**src/rtl/mem_responder_pkg.sv**
```systemverilog
// ---------------------------------------------------------------------------
// mem_responder_pkg
// Shared definitions for the memory responder and its neighbours (PC, MAR/MDR,
// fetch FSM): default bus widths, handshake state encodings and RW constants.
// No ports; import with "import mem_responder_pkg::*;".
// ---------------------------------------------------------------------------
package mem_responder_pkg;

  // Default widths shared by every block on the memory path
  localparam int DEF_DATA_W = 16;
  localparam int DEF_ADDR_W = 8;
  localparam int ADDR_BUS_W = 16;

  // Latency counter width; supports access latencies of 1..15 cycles
  localparam int CNT_W = 4;

  // RW line encoding as driven by the fetch/execute FSMs
  localparam logic MEM_READ  = 1'b1;
  localparam logic MEM_WRITE = 1'b0;

  // Responder handshake states
  typedef enum logic [1:0] {
    IDLE = 2'b00,
    WAIT = 2'b01,
    DONE = 2'b10
  } state_t;

  // Counter preload: the counter reaches zero on the edge where the access
  // completes, so it starts one below the latency.
  function automatic logic [CNT_W-1:0] latency_load(input int lat);
    return CNT_W'(lat - 1);
  endfunction

endpackage

```
**src/rtl/mem_responder_if.sv**
```systemverilog
// ---------------------------------------------------------------------------
// mem_responder_if
// Request/response bundle between the MAR/MDR path (master) and the memory
// responder (slave).
//   memEN  : request strobe, held by the master until MFC is seen
//   RW     : 1 = read, 0 = write
//   addr   : full MAR address (the responder uses only its low bits)
//   wdata  : write data from MDR
//   rdata  : read data back to MDR
//   MFC    : memory function complete
//   busy   : responder is working on or finishing a transaction
// ---------------------------------------------------------------------------
interface mem_responder_if
  import mem_responder_pkg::*;
#(
  parameter int DATA_W = DEF_DATA_W
) ();

  logic                  memEN;
  logic                  RW;
  logic [ADDR_BUS_W-1:0] addr;
  logic [DATA_W-1:0]     wdata;
  logic [DATA_W-1:0]     rdata;
  logic                  MFC;
  logic                  busy;

  modport master (
    output memEN,
    output RW,
    output addr,
    output wdata,
    input  rdata,
    input  MFC,
    input  busy
  );

  modport slave (
    input  memEN,
    input  RW,
    input  addr,
    input  wdata,
    output rdata,
    output MFC,
    output busy
  );

endinterface

```
**src/rtl/mem_responder_mem_array.sv**
```systemverilog
// ---------------------------------------------------------------------------
// mem_array
// Single-port DEPTH x DATA_W word storage, synchronous write and registered
// read. Contents are never reset; only the read register is.
//   clk  : rising-edge clock
//   rst  : asynchronous active-low reset of the read register
//   we   : write enable, din stored at addr on the rising edge
//   re   : read enable, dout loads the word at addr on the rising edge
//   addr : word address
//   din  : write data
//   dout : registered read data, holds its value while re is low
// ---------------------------------------------------------------------------
module mem_array
  import mem_responder_pkg::*;
#(
  parameter int DATA_W = DEF_DATA_W,
  parameter int ADDR_W = DEF_ADDR_W
) (
  input  logic              clk,
  input  logic              rst,
  input  logic              we,
  input  logic              re,
  input  logic [ADDR_W-1:0] addr,
  input  logic [DATA_W-1:0] din,
  output logic [DATA_W-1:0] dout
);

  localparam int DEPTH = 2 ** ADDR_W;

  logic [DATA_W-1:0] mem [DEPTH];

  // Storage write port; kept out of the reset domain so contents survive reset
  always_ff @(posedge clk) begin
    if (we) begin
      mem[addr] <= din;
    end
  end

  // Registered read port; holds the last read word until the next read
  always_ff @(posedge clk or negedge rst) begin
    if (!rst) begin
      dout <= '0;
    end else if (re) begin
      dout <= mem[addr];
    end
  end

endmodule

```
**src/rtl/mem_responder.sv**
```systemverilog
// ---------------------------------------------------------------------------
// mem_responder
// Memory-side responder for the memEN/RW/MFC handshake. Accepts a request in
// IDLE, waits LATENCY cycles, performs the read or write on the internal
// array, then raises MFC and holds it until the initiator drops memEN.
//   clk : rising-edge clock
//   rst : asynchronous active-low reset (aborts any pending access)
//   bus : mem_responder_if slave modport (memEN, RW, addr, wdata in;
//         rdata, MFC, busy out)
// ---------------------------------------------------------------------------
module mem_responder
  import mem_responder_pkg::*;
#(
  parameter int DATA_W  = DEF_DATA_W,
  parameter int ADDR_W  = DEF_ADDR_W,
  parameter int LATENCY = 3
) (
  input  logic             clk,
  input  logic             rst,
  mem_responder_if.slave   bus
);

  localparam logic [CNT_W-1:0] CNT_LOAD = latency_load(LATENCY);

  state_t             state;
  state_t             state_next;
  logic [CNT_W-1:0]   cnt;
  logic               rw_q;
  logic [ADDR_W-1:0]  addr_q;
  logic [DATA_W-1:0]  wdata_q;
  logic               commit;
  logic               arr_we;
  logic               arr_re;
  logic               mfc;
  logic               busy;
  logic [DATA_W-1:0]  arr_dout;

  // Upper MAR bits wrap onto the implemented array and are deliberately dropped
  logic addr_unused;
  assign addr_unused = ^bus.addr[ADDR_BUS_W-1:ADDR_W];

  // State register
  always_ff @(posedge clk or negedge rst) begin
    if (!rst) begin
      state <= IDLE;
    end else begin
      state <= state_next;
    end
  end

  // Request latches and latency counter; the request is captured only on
  // acceptance so later changes on the bus cannot disturb the access.
  always_ff @(posedge clk or negedge rst) begin
    if (!rst) begin
      cnt     <= '0;
      rw_q    <= MEM_WRITE;
      addr_q  <= '0;
      wdata_q <= '0;
    end else if (state == IDLE && bus.memEN) begin
      cnt     <= CNT_LOAD;
      rw_q    <= bus.RW;
      addr_q  <= bus.addr[ADDR_W-1:0];
      wdata_q <= bus.wdata;
    end else if (state == WAIT && cnt != '0) begin
      cnt <= cnt - 1'b1;
    end
  end

  // Next-state logic. Dropping memEN during WAIT does not cancel the access;
  // DONE then sees memEN low and leaves after a single MFC cycle.
  always_comb begin
    state_next = state;
    case (state)
      IDLE: begin
        if (bus.memEN) begin
          state_next = WAIT;
        end
      end
      WAIT: begin
        if (cnt == '0) begin
          state_next = DONE;
        end
      end
      DONE: begin
        if (!bus.memEN) begin
          state_next = IDLE;
        end
      end
      default: begin
        state_next = IDLE;
      end
    endcase
  end

  // Outputs. MFC is a pure function of the registered state, so it rises on
  // the completion edge together with the array's registered read data and
  // there is no combinational path from the bus inputs to any output.
  always_comb begin
    commit = 1'b0;
    arr_we = 1'b0;
    arr_re = 1'b0;
    mfc    = 1'b0;
    busy   = 1'b0;
    commit = (state == WAIT) && (cnt == '0);
    arr_we = commit && (rw_q == MEM_WRITE);
    arr_re = commit && (rw_q == MEM_READ);
    mfc    = (state == DONE);
    busy   = (state != IDLE);
  end

  mem_array #(
    .DATA_W (DATA_W),
    .ADDR_W (ADDR_W)
  ) u_mem_array (
    .clk  (clk),
    .rst  (rst),
    .we   (arr_we),
    .re   (arr_re),
    .addr (addr_q),
    .din  (wdata_q),
    .dout (arr_dout)
  );

  assign bus.rdata = arr_dout;
  assign bus.MFC   = mfc;
  assign bus.busy  = busy;

endmodule
```
**src/flat_wrapper.sv**
```systemverilog
// flat-port wrapper written by rule: the top's interface ports become plain ports
module mem_responder_flat import mem_responder_pkg::*;
#(
  parameter int DATA_W  = DEF_DATA_W,
  parameter int ADDR_W  = DEF_ADDR_W,
  parameter int LATENCY = 3
)
  (clk, rst, bus_memEN, bus_RW, bus_addr, bus_wdata, bus_rdata, bus_MFC, bus_busy);
  mem_responder_if #(.DATA_W(DATA_W)) bus_i ();
  input  logic clk;
  input  logic rst;
  input wire logic [$bits(bus_i.memEN)-1:0] bus_memEN;
  input wire logic [$bits(bus_i.RW)-1:0] bus_RW;
  input wire logic [$bits(bus_i.addr)-1:0] bus_addr;
  input wire logic [$bits(bus_i.wdata)-1:0] bus_wdata;
  output wire logic [$bits(bus_i.rdata)-1:0] bus_rdata;
  output wire logic [$bits(bus_i.MFC)-1:0] bus_MFC;
  output wire logic [$bits(bus_i.busy)-1:0] bus_busy;
  assign bus_i.memEN = bus_memEN;
  assign bus_i.RW = bus_RW;
  assign bus_i.addr = bus_addr;
  assign bus_i.wdata = bus_wdata;
  assign bus_rdata = bus_i.rdata;
  assign bus_MFC = bus_i.MFC;
  assign bus_busy = bus_i.busy;
  mem_responder #(.DATA_W(DATA_W), .ADDR_W(ADDR_W), .LATENCY(LATENCY)) u_core (.clk(clk), .rst(rst), .bus(bus_i));
endmodule
```
**config.mk**
```make
export PLATFORM = sky130hd
export DESIGN_NAME = mem_responder_flat
export DESIGN_NICKNAME = d
export VERILOG_FILES = /design/src/rtl/mem_responder_pkg.sv /design/src/rtl/mem_responder_if.sv /design/src/rtl/mem_responder_mem_array.sv /design/src/rtl/mem_responder.sv /design/src/flat_wrapper.sv
export SDC_FILE = /design/constraint.sdc
export NUM_CORES = 2
export LEC_CHECK = 0
export CORE_ASPECT_RATIO = 1.1
export CORE_UTILIZATION = 45
export CTS_CLUSTER_DIAMETER = 60
export DETAILED_ROUTE_END_ITERATION = 8
export SYNTH_ARGS = -nofsm -noshare
export SYNTH_HDL_FRONTEND = slang
export SYNTH_SLANG_ARGS = --single-unit
```
**constraint.sdc**
```tcl
create_clock -name clk -period 7.5 [get_ports clk]
set_clock_uncertainty 0.1 [all_clocks]
set_input_delay 1.875 -clock clk [delete_from_list [all_inputs] [get_ports clk]]
set_output_delay 1.875 -clock clk [all_outputs]
set_load 0.03 [all_outputs]
```
==> impl_metrics.toml <==
[run_status]
outcome = "finished, violations left"
violations = "max-capacitance violations, max-slew violations"

[clock_network]
cts_max_level = 5
post_cts_resized = 0
numCtsBuffers = 429
clock_sinks = 4143
path_clk_slew_ns = 0.06
postCtsHoldBufs = 0
insertion_delay_ns = 0.98
post-cts-setup-buffer-count = 0
root_buffer = "clkbuf_16"
max-clock-path-buffers = 4
cts_tree = "built"

[die]
dieArea_um2 = 357000
ios = 54
start_util_pct = 45.4
num_rows = 228
core_area_um2 = 351000
die_h_um = 626
die_x_um = 570

[layout]
final_common_cell = "edfxtp_1"
fin_nets = 7688
drive_above_1_share_pct = 27.6
nFillCells = 27451
final_cell_mix = "edfxtp_1, mux4_2, clkbuf_16"
area_delta_synth_final_pct = 13.5

[critical_path]
r2r-end = "u_core.u_mem_array.dout[7]$_DFFE_PN0P_"
rr_startpoint = "u_core.addr_q[0]$_DFFE_PN0P_"
cp-start-kind = "register"
worstSetupPathType = "reg2reg"
timing.reg2reg.setup_slack_ns = 2.38
endpoint_kind = "register"
crit_fanout = 32
ff2ff_path_depth = 10
crit_required_ns = 8.19
cp.arrival_ns = 5.80

[worst_hold_path]
hold_depth = 1
hold_end = "u_core.cnt[1]$_DFFE_PN0P_"
hp-start = "u_core.cnt[1]$_DFFE_PN0P_"
hp-class = "reg2reg"

[routing]
vias = 77369
dr.first_iter.drc_count = 10349
ant_nets = 0
routed_via_density = 6.08
wl_per_cell_um = 33.2
totalWireLength_um = 423000
firstDrtPassIters = 6
drc_errors = 0

[timing]
tns_ns = 0
maxSlewViolCount = 2
max_freq_mhz = 195
rsz0062_at_grt = "false"
setup_viol = 0
relSlewSlack_pct = -8.15
fin_crit_ns = 5.12
worst_slew_pin_slew_ns = 1.61
period_share_pct = 68.2
hold_viol = 0

[power_and_ir_drop]
leakage_nw = 56.7
powerDensity_nw_per_um2 = 396
finalPower_mw = 71.7
peakVddDrop_uv = 622

[synth]
ys_ff_latch = 4143
synthArstFlopShare_pct = 1.13
yosys.area.top_type = "edfxtp_1"
synthDistinctLibCells = 63
synth-edff-count = 4096
synth.area.top_cells = "edfxtp_1, mux4_2, mux2i_1"
synth_top_cell_area_share_pct = 77.1
ys_seq_area_share_pct = 77.9
yosysWarnings = 0
avgSynthCellArea_um2 = 22.1
synth.cell_area_um2 = 159000
synth_fp_nets = 7256
synth_flop_cell = "edfxtp_1"
synth_cells = 7219

[grt]
antenna_found_initial = 21
met1_usage_pct = 33.5
grt_use_met2_pct = 37.0
grtUsageTotal_pct = 23.6
overflow = 0
grt_pass1_vias = 77734
use_met3_pct = 3.88
grt_max_degree = 161
busiest_layer = "met2"
grt_pass1_wl_um = 596000

[job]
maxCapViolCount = 1

[placement]
gp_congestion = 0.849
place_hpwl_um = 248000
numPortBuffers = 45
[Yosys cell counts (all sizes together) (4+ instances only)]
| library cell | instances |
|---|---|
| mux2i | 339 |
| nor2b | 16 |
| a211oi | 11 |
| nor2 | 298 |
| a31oi | 44 |
| dfrtp | 47 |
| a32o | 6 |
| a22oi | 98 |
| nand2b | 9 |
| inv | 7 |
| o211ai | 4 |
| nand3 | 30 |
| mux4 | 971 |
| and3 | 12 |
| a221oi | 12 |
| o22a | 33 |
| a311o | 12 |
| a21oi | 98 |
| a32oi | 49 |
| a22o | 6 |
| mux2 | 115 |
| o22ai | 31 |
| o21ai | 122 |
| nand4 | 6 |
| and2 | 4 |
| o311ai | 4 |
| buf | 243 |
| nand2 | 243 |
| o221ai | 4 |
| o2bb2ai | 7 |
| edfxtp | 4096 |
| nor3 | 11 |
| nor4 | 18 |
| clkbuf | 179 |
[cells by family (layout without fill, tap and decap cells)]
| logic type | after synthesis | count (layout) | share of synthesized area, % |
|---|---|---|---|
| flops | 4143 | 4143 | 77.9 |
| mux | 1425 | 1425 | 16.7 |
| simple gates | 658 | 658 | 1.72 |
| compound gates | 559 | 559 | 2.36 |
| buf+inv | 430 | 1218 | 1.35 |
| xor+xnor | 3 | 3 | 0.0165 |
| fa+ha+maj | 1 | 1 | 0.00785 |
| other cells | 0 | 6 | 0 |
[flip-flops by register name, summed over array words and instances (netlist names)]
name                     count
u_core.u_mem_array.mem    4096
u_core.u_mem_array.dout     16
u_core.wdata_q              16
u_core.addr_q                8
u_core.cnt                   4
u_core.state                 2
u_core.rw_q                  1
[stage by stage]
| stage | utilization, % | worst slack, ns | instance area [um^2] | instances | hold slack, ns |
|---|---|---|---|---|---|
| after floorplan | - | 3.42 | 159000 | 7219 | 0.382 |
| after global placement | 47.6 | 2.55 | 167000 | 11935 | 0.416 |
| after detailed placement | 47.6 | 2.53 | 167000 | 11935 | 0.411 |
| after CTS | 51.5 | 2.48 | 181000 | 12722 | 0.425 |
| after global routing | 51.5 | 2.35 | 181000 | 12724 | 0.460 |
| final | 51.5 | 2.38 | 181000 | 12728 | 0.423 |
[how the worst max path moves through the flow]
stage / start / end / cells after the start
after floorplan: u_core.wdata_q[0]$_DFFE_PN0P_ / u_core.u_mem_array.mem[0][0]$_DFFE_PP_ / 0
after global placement: u_core.addr_q[0]$_DFFE_PN0P_ / u_core.u_mem_array.dout[7]$_DFFE_PN0P_ / 10
after detailed placement: u_core.addr_q[0]$_DFFE_PN0P_ / u_core.u_mem_array.dout[7]$_DFFE_PN0P_ / 10
after CTS: u_core.addr_q[0]$_DFFE_PN0P_ / u_core.u_mem_array.dout[7]$_DFFE_PN0P_ / 10
after global routing: u_core.addr_q[0]$_DFFE_PN0P_ / u_core.u_mem_array.dout[7]$_DFFE_PN0P_ / 10
final: u_core.addr_q[0]$_DFFE_PN0P_ / u_core.u_mem_array.dout[7]$_DFFE_PN0P_ / 10
[final cells by class]
| type | count | area [um^2] | share of cell area (%) |
|---|---|---|---|
| diodes | 6 | 15.0 | 0.00830 |
| clock buffers | 544 | 11500 | 6.35 |
| clock inverters | 243 | 2280 | 1.26 |
| inverters | 8 | 42.5 | 0.0235 |
| multi-input cells | 2646 | 33400 | 18.5 |
| flip-flops and latches | 4143 | 124000 | 68.7 |
| well taps | 4715 | 5900 | 3.26 |
| repair buffers | 423 | 3590 | 1.98 |
[worst max-delay path, stage by stage, from the launching register on]
cell and delay [ns]:
dfrtp_4 0.98, buf_4 0.56, buf_4 0.49, nand2_1 0.10, buf_4 0.34, o21ai_0 0.25
a21oi_1 0.11, o21ai_0 0.24, a31oi_1 0.24, nor4_1 1.26, a21oi_1 0.14
[routing by layer]
| metal | part of all wire [%] | vias up |
|---|---|---|
| met4 | 4.0 | 8 |
| met1 | 41 | 41981 |
| met2 | 47 | 3444 |
| met3 | 8.1 | 622 |
| li1 | - | 31314 |
| met5 | 0.011 | - |
[where the power goes]
group | internal (mW) | switching (mW)
registers | 29.2 | 1.28
logic | 7.08 | 13.3
clock network | 12.1 | 8.82
total | 48.3 | 23.4
Note: power is estimated with default switching activity, not from simulation.
